--- src/rtl/regfile_mp.sv ---
// Multi-ported integer register file with a busy-bit scoreboard.
// Optional write-to-read forwarding is enabled by defining REGFILE_BYPASS_EN.
module regfile_mp #(
  parameter int XLEN = 32,
  parameter int NREG = 32,
  parameter int NRD  = 2,
  localparam int AW  = $clog2(NREG)
) (
  input  logic              clk_i,
  input  logic              reset_ni,
  input  logic [1:0]        we_i,
  input  logic [2*AW-1:0]   waddr_i,
  input  logic [2*XLEN-1:0] wdata_i,
  input  logic [NRD*AW-1:0] raddr_i,
  output logic [NRD*XLEN-1:0] rdata_o,
  output logic [NRD-1:0]    rrdy_o,
  input  logic              alloc_i,
  input  logic [AW-1:0]     alloc_rd_i,
  input  logic              flush_i,
  output logic [NREG-1:0]   busy_o
);

  logic [XLEN-1:0] regs [NREG];
  logic [NREG-1:0] busy_q;
  logic [NREG-1:0] busy_d;
  logic [AW-1:0]   wa [2];
  logic [XLEN-1:0] wd [2];
  logic [1:0]      wv;

  always_comb begin
    for (int k = 0; k < 2; k++) begin
      wa[k] = waddr_i[k*AW +: AW];
      wd[k] = wdata_i[k*XLEN +: XLEN];
      wv[k] = we_i[k] && (wa[k] != '0);
    end
  end

  // Port 1 is applied last so it wins a same-register collision
  always_ff @(posedge clk_i or negedge reset_ni) begin
    if (!reset_ni) begin
      for (int i = 0; i < NREG; i++) regs[i] <= '0;
    end else begin
      for (int k = 0; k < 2; k++)
        if (wv[k]) regs[wa[k]] <= wd[k];
    end
  end

  // Priority: flush > alloc > write-clear
  always_comb begin
    busy_d = busy_q;
    for (int k = 0; k < 2; k++)
      if (wv[k]) busy_d[wa[k]] = 1'b0;
    if (alloc_i && (alloc_rd_i != '0)) busy_d[alloc_rd_i] = 1'b1;
    if (flush_i) busy_d = '0;
    busy_d[0] = 1'b0;
  end

  always_ff @(posedge clk_i or negedge reset_ni) begin
    if (!reset_ni) busy_q <= '0;
    else           busy_q <= busy_d;
  end

  assign busy_o = busy_q;

  for (genvar p = 0; p < NRD; p++) begin : g_rd
    logic [AW-1:0]   ra;
    logic [XLEN-1:0] data;
    logic            rdy;

    assign ra = raddr_i[p*AW +: AW];

`ifdef REGFILE_BYPASS_EN
    logic al;
    assign al = alloc_i && (alloc_rd_i == ra);
`endif

    always_comb begin
      data = regs[ra];
      rdy  = ~busy_q[ra];
`ifdef REGFILE_BYPASS_EN
      if (wv[0] && (wa[0] == ra)) begin
        data = wd[0];
        rdy  = ~al;
      end
      if (wv[1] && (wa[1] == ra)) begin
        data = wd[1];
        rdy  = ~al;
      end
`endif
      if (!reset_ni || (ra == '0)) begin
        data = '0;
        rdy  = 1'b1;
      end
    end

    assign rdata_o[p*XLEN +: XLEN] = data;
    assign rrdy_o[p] = rdy;
  end

endmodule

--- config.mk ---
export PLATFORM = sky130hd
export DESIGN_NAME = regfile_mp
export DESIGN_NICKNAME = d
export VERILOG_FILES = /design/src/rtl/regfile_mp.sv
export SDC_FILE = /design/constraint.sdc
export NUM_CORES = 2
export LEC_CHECK = 0
export BUFFER_PORTS_ARGS = -buffer_cell sky130_fd_sc_hd__buf_2
export CAP_MARGIN = 25
export CORE_AREA = 2 2 384 386
export DETAILED_ROUTE_END_ITERATION = 8
export DIE_AREA = 0 0 386 388
export GPL_TIMING_DRIVEN = 0
export SETUP_SLACK_MARGIN = 0.3
export SLEW_MARGIN = 10
export SYNTH_ARGS = -nofsm -noshare
export SYNTH_HDL_FRONTEND = slang
export SYNTH_SLANG_ARGS = --single-unit
--- constraint.sdc ---
create_clock -name clk_i -period 4.6 [get_ports clk_i]
set_input_delay 0.92 -clock clk_i [delete_from_list [all_inputs] [get_ports clk_i]]
set_output_delay 0.92 -clock clk_i [all_outputs]
set_load 0.005 [all_outputs]
# Word level (Yosys, flattened, before mapping)
# Cells that the tools add are included.
# classes
magnitude_cmp,14
mux,32
bitwise,11
reduce_logical,16
# ops
operator,n
bitwise mux 1024 bit,2
two-way mux 1024 bit,2
two-way mux 32 bit,12
binary-select mux 32 bit (select 5 bit),2
demux 32 bit (select 5 bit),2
bitwise AND 32 bit,2
inverter 32 bit,2
OR 32 bit,1
"less-than comparator 5 x 6 -> 1 bit, second input constant",5
"greater-or-equal comparator 6 bit, second input constant",4
inverter 5 -> 6 bit,4
demux 1 bit (select 5 bit),3
"greater-or-equal comparator 5 x 1 -> 1 bit, second input constant",3
nonzero test 5 bit,3
"less-than comparator 6 x 1 -> 1 bit, second input constant",2
binary-select mux 1 bit (select 5 bit),2
zero test 5 bit,2
logical AND 1 bit,8
two-way mux 1 bit,7
logical OR 1 bit,2
inverter 1 bit,2
zero test 1 bit,1
# totals
regBits,1055
input_bits,95
out_inout_bits,98
word_cells,106

# Longest topological paths before layout
# logic_depth
ltp_word,12
mapped_depth,8
ltp_nobuf,4

# Least setup slack after synthesis
# Ideal clock, no wire load.
# synth_timing
path_type,input -> output
startpoint,in raddr_i[0]
endpoint,out rdata_o[10]
arrival_time_ps,2409
required_ps,3680
path_slack_ps,1271
cell_stages,7
n_path_buf,3
path_cell_list,clkbuf_1 -> buf_2 -> buf_2 -> mux4_2 -> mux2i_1 -> o22a_1 -> o221ai_1
# synth_between
elab_chain_cells,5
# synth_lines
item,line,text
"start, declared",14,"input logic [NRD*AW-1:0] raddr_i,"
inverter 5 -> 6 bit (not written as such),78,data = regs[ra];
binary-select mux 32 bit (select 5 bit),78,
two-way mux 32 bit (not written as such) (2 in series),78,
two-way mux 32 bit *,90,if (!reset_ni || (ra == '0)) begin
"end, declared",15,"output logic [NRD*XLEN-1:0] rdata_o,"
# Every way passes the cells marked *; elsewhere a longest branch is shown, timed or not. The select of a mux whose other input is x is not followed.

# Worst setup path after layout
# layout_timing
startpoint,in raddr_i[9]
endpoint,out rdata_o[44]
# The elaborated chain is that of the path after synthesis.

==> results.json <==
{
  "cp.required_ns": 3.68,
  "gp_congestion": 1.077,
  "worst_slack_ns": 0.1439,
  "dr.pass1.iters": 6,
  "p_sw_mw": 11.04,
  "nets": 6499,
  "met1_usage": 0.5573,
  "period_share": 0.9687,
  "die_w_um": 386,
  "netlist_instances": 6061,
  "cts_num_sinks": 1055,
  "use_met2": 0.5836,
  "wl_per_cell_um": 38.03,
  "path_buf_inv": 4,
  "slew_headroom": 0.1876,
  "p_per_area_nw_per_um2": 441.4,
  "busiest_layer": "met2",
  "timing_hold_violations_final": 0,
  "fin_crit_ns": 4.456,
  "antenna_found_initial": 19,
  "async_flop_share": 1.000,
  "leakage_nw": 33.00,
  "cts_made_buffers": 121,
  "max_freq_ghz": 0.2244,
  "slew_viol_final": 0,
  "die_h_um": 388,
  "grt_pass1_vias": 54950,
  "fin_skew_ns": 0,
  "antenna_left": 0,
  "clockBufferDepth": 3,
  "cp.depth": 7,
  "power_frac_comb": 0.264,
  "min_path_type": "input port to asynchronous set/reset pin",
  "switching_share": 0.3364,
  "n_fill_cell": 13130,
  "num_vias": 57190,
  "irDropWorstVdd_mv": 0.3112,
  "r2r_cells": 2,
  "grt-ovfl-total": 0,
  "avgSynthCellArea_um2": 10.78,
  "clkLatencyLatePin_ns": 0.77,
  "totalWireLength_um": 320300,
  "slowest_stage": "clkbuf_1",
  "ys_seq_area_frac": 0.4042,
  "port_buffers": 182,
  "pre_cts_slack_ns": -1.920,
  "path_cells": "buf_2 > or2_2 > clkbuf_1 > clkbuf_1 > o22ai_1 > a31oi_2 > buf_2",
  "cts_tree": "done",
  "cellInternalPower_mw": 21.78,
  "drv_cap": 0,
  "totalPowerFinal_mw": 32.83,
  "status": "complete, no violations",
  "synth_cell_types": 59,
  "grtUsageMet3": 0.1666,
  "grt.total_usage": 0.4221,
  "multi_input_area_um2": 36170,
  "synth_nets": 6156,
  "post-place-cells": 8181,
  "ctsHoldBuffers": 0,
  "synth_seq_cells": 1055,
  "path_class": "input port to primary output",
  "h-tree-depth": 3,
  "crit_family": "buffers and inverters",
  "finalSetupViolCount": 0,
  "p_clk_frac": 0.314,
  "initial_core_util": 0.4498,
  "drc_errors": 0,
  "area_delta_synth_final_pct": 13.88,
  "worst_pin_slew_ns": 1.219,
  "seq_area_um2": 26400,
  "synth_ff_type": "dfrtp_1",
  "cts_root_buffer": "clkbuf_16",
  "cp-end-kind": "primary output",
  "drtIter0Drc": 8535,
  "max_stage_delay_ns": 0.74,
  "worstPathArrival_ns": 3.54,
  "yosysWarnings": 0,
  "crit_fanout": 10,
  "synth_edf_count": 0,
  "place_hpwl_um": 249500,
  "pin_count": 193,
  "dieArea_um2": 149800,
  "grt_pass1_wl_um": 436400,
  "num_rows": 140,
  "drive_gt1_frac": 0.2282,
  "coreArea_um2": 145200,
  "p_seq_frac": 0.423,
  "syn-cell-area_um2": 65310,
  "start_kind": "input port",
  "cts.clk_slew.worst_paths_ns": 0.07,
  "grt_max_degree": 148,
  "final_cells": 8423,
  "routed_via_density": 6.790,
  "rsz0062_at_grt": "yes"
}
## through the flow
stage          utilization  area (µm²)  TNS [ns]  hold WS, ns
2_1_floorplan            -       65310         0       0.4413
3_3_place_gp        0.4726       68620         -       0.4614
3_5_place_dp        0.4754       69040    -90.07       0.4666
4_1_cts             0.5101       74070         0     0.006439
5_1_grt             0.5121       74370         0      0.03896
6_report            0.5122       74380         0      0.02356
## cells in the final DEF (no fill, tap or decap), types with 20 or more instances in the layout
master     instances
mux4_2           526
nor2_1           580
clkbuf_2          22
mux2_2            98
clkbuf_1         426
o22ai_2           20
o21ai_1           48
nand2_1          658
buf_4             91
dfrtp_1         1055
o22a_1            30
a31oi_1           77
mux2i_1          932
buf_1             31
clkbuf_16        122
clkbuf_8          33
buf_2            359
a32oi_1          124
a22oi_1           32
a21oi_1          490
mux2i_2           25
o21ai_0          399
buf_6             24
clkinv_2          21
## worst reg2reg max path: stages (launching register included)
cell	delay, ns
dfrtp_1	0.45
a32oi_1	0.41
nor2_1	0.08
## layer usage
metal / vias to the layer above / share of wire / wire length, µm
li1: 23020 / - / -
met1: 29080 / 0.38 / 121100
met2: 4258 / 0.41 / 132100
met3: 817 / 0.14 / 45340
met4: 18 / 0.067 / 21450
met5: - / 0.0011 / 356
## power groups by stage
| stage | clock network [mW] | logic (mW) | registers [mW] |
|---|---|---|---|
| after global placement | 0 | 7.88 | 13.7 |
| after floorplan | 0 | 5.75 | 12.9 |
| after detailed placement | 0 | 8.11 | 13.8 |
| after CTS | 10.3 | 8.30 | 13.7 |
| final | 10.3 | 8.65 | 13.9 |
| after global routing | 10.6 | 9.11 | 14.0 |
## area by class of cell
class,instances,share of cell area
diodes,6,0.0002019
inverters,2,0.0001009
clock buffers,171,0.04742
clock inverters,48,0.007402
well taps,1917,0.03225
repair buffers,220,0.02215
flip-flops and latches,1055,0.3549
plain buffers,758,0.04924
multi-input cells,4246,0.4863
## sequential cells by signal, indices dropped and copies added (netlist names)
register	cells
busy_o	31
regs	1024
## cells by family after synthesis
kind of cell	synth area share
buffers and inverters	0.05082
other	0.00005742
DFF	0.4042
AOI/OAI and AO/OA	0.1142
and+or+nand+nor	0.08544
muxes	0.3452
## worst paths after layout
kind / start / endpoint / slack [ns]
min in group clk_i: flush_i / busy_o[4] / 0.38
setup / recovery: raddr_i[9] / rdata_o[44] / 0.14
setup reg to reg: busy_o[28] / busy_o[28] / 3.49
hold / removal: reset_ni / regs[460] / 0.02
max in group asynchronous: reset_ni / regs[856] / 3.02
hold reg to reg: regs[1011] / regs[1011] / 0.48
## cells in the mapped netlist (all sizes together) (2+ instances only)
master     n  area share
nor3       6     0.00054
a32oi    124       0.017
o22ai     35      0.0034
nand2b     6     0.00057
and2      12      0.0011
a31oi     96      0.0092
dfrtp   1055        0.40
and4b      2     0.00031
a21oi    490       0.038
and3b      8      0.0011
buf      320       0.026
nor2     600       0.036
nand2    658       0.038
nor2b      7     0.00067
and3       7     0.00067
nand4b     2     0.00036
mux2      98       0.017
o21ai    448       0.034
nand3     19      0.0016
o22a      32      0.0043
nand3b    12      0.0014
clkbuf   438       0.025
mux4     526        0.18
or3b       4     0.00054
nor3b      8      0.0012
o221ai    32      0.0043
a22oi     33      0.0038
nand4      4     0.00048
and4       4     0.00054
or3        3     0.00029
mux2i    959        0.15
## repair_timing
action,CTS,global route
setup endpoints to repair,66,47
gates resized for setup,191,73
cloned,7,0
endpoints found under the hold margin,0,0
pin swaps,2,3
setup buffers,2,4
Power figures use the tool's default switching activity.
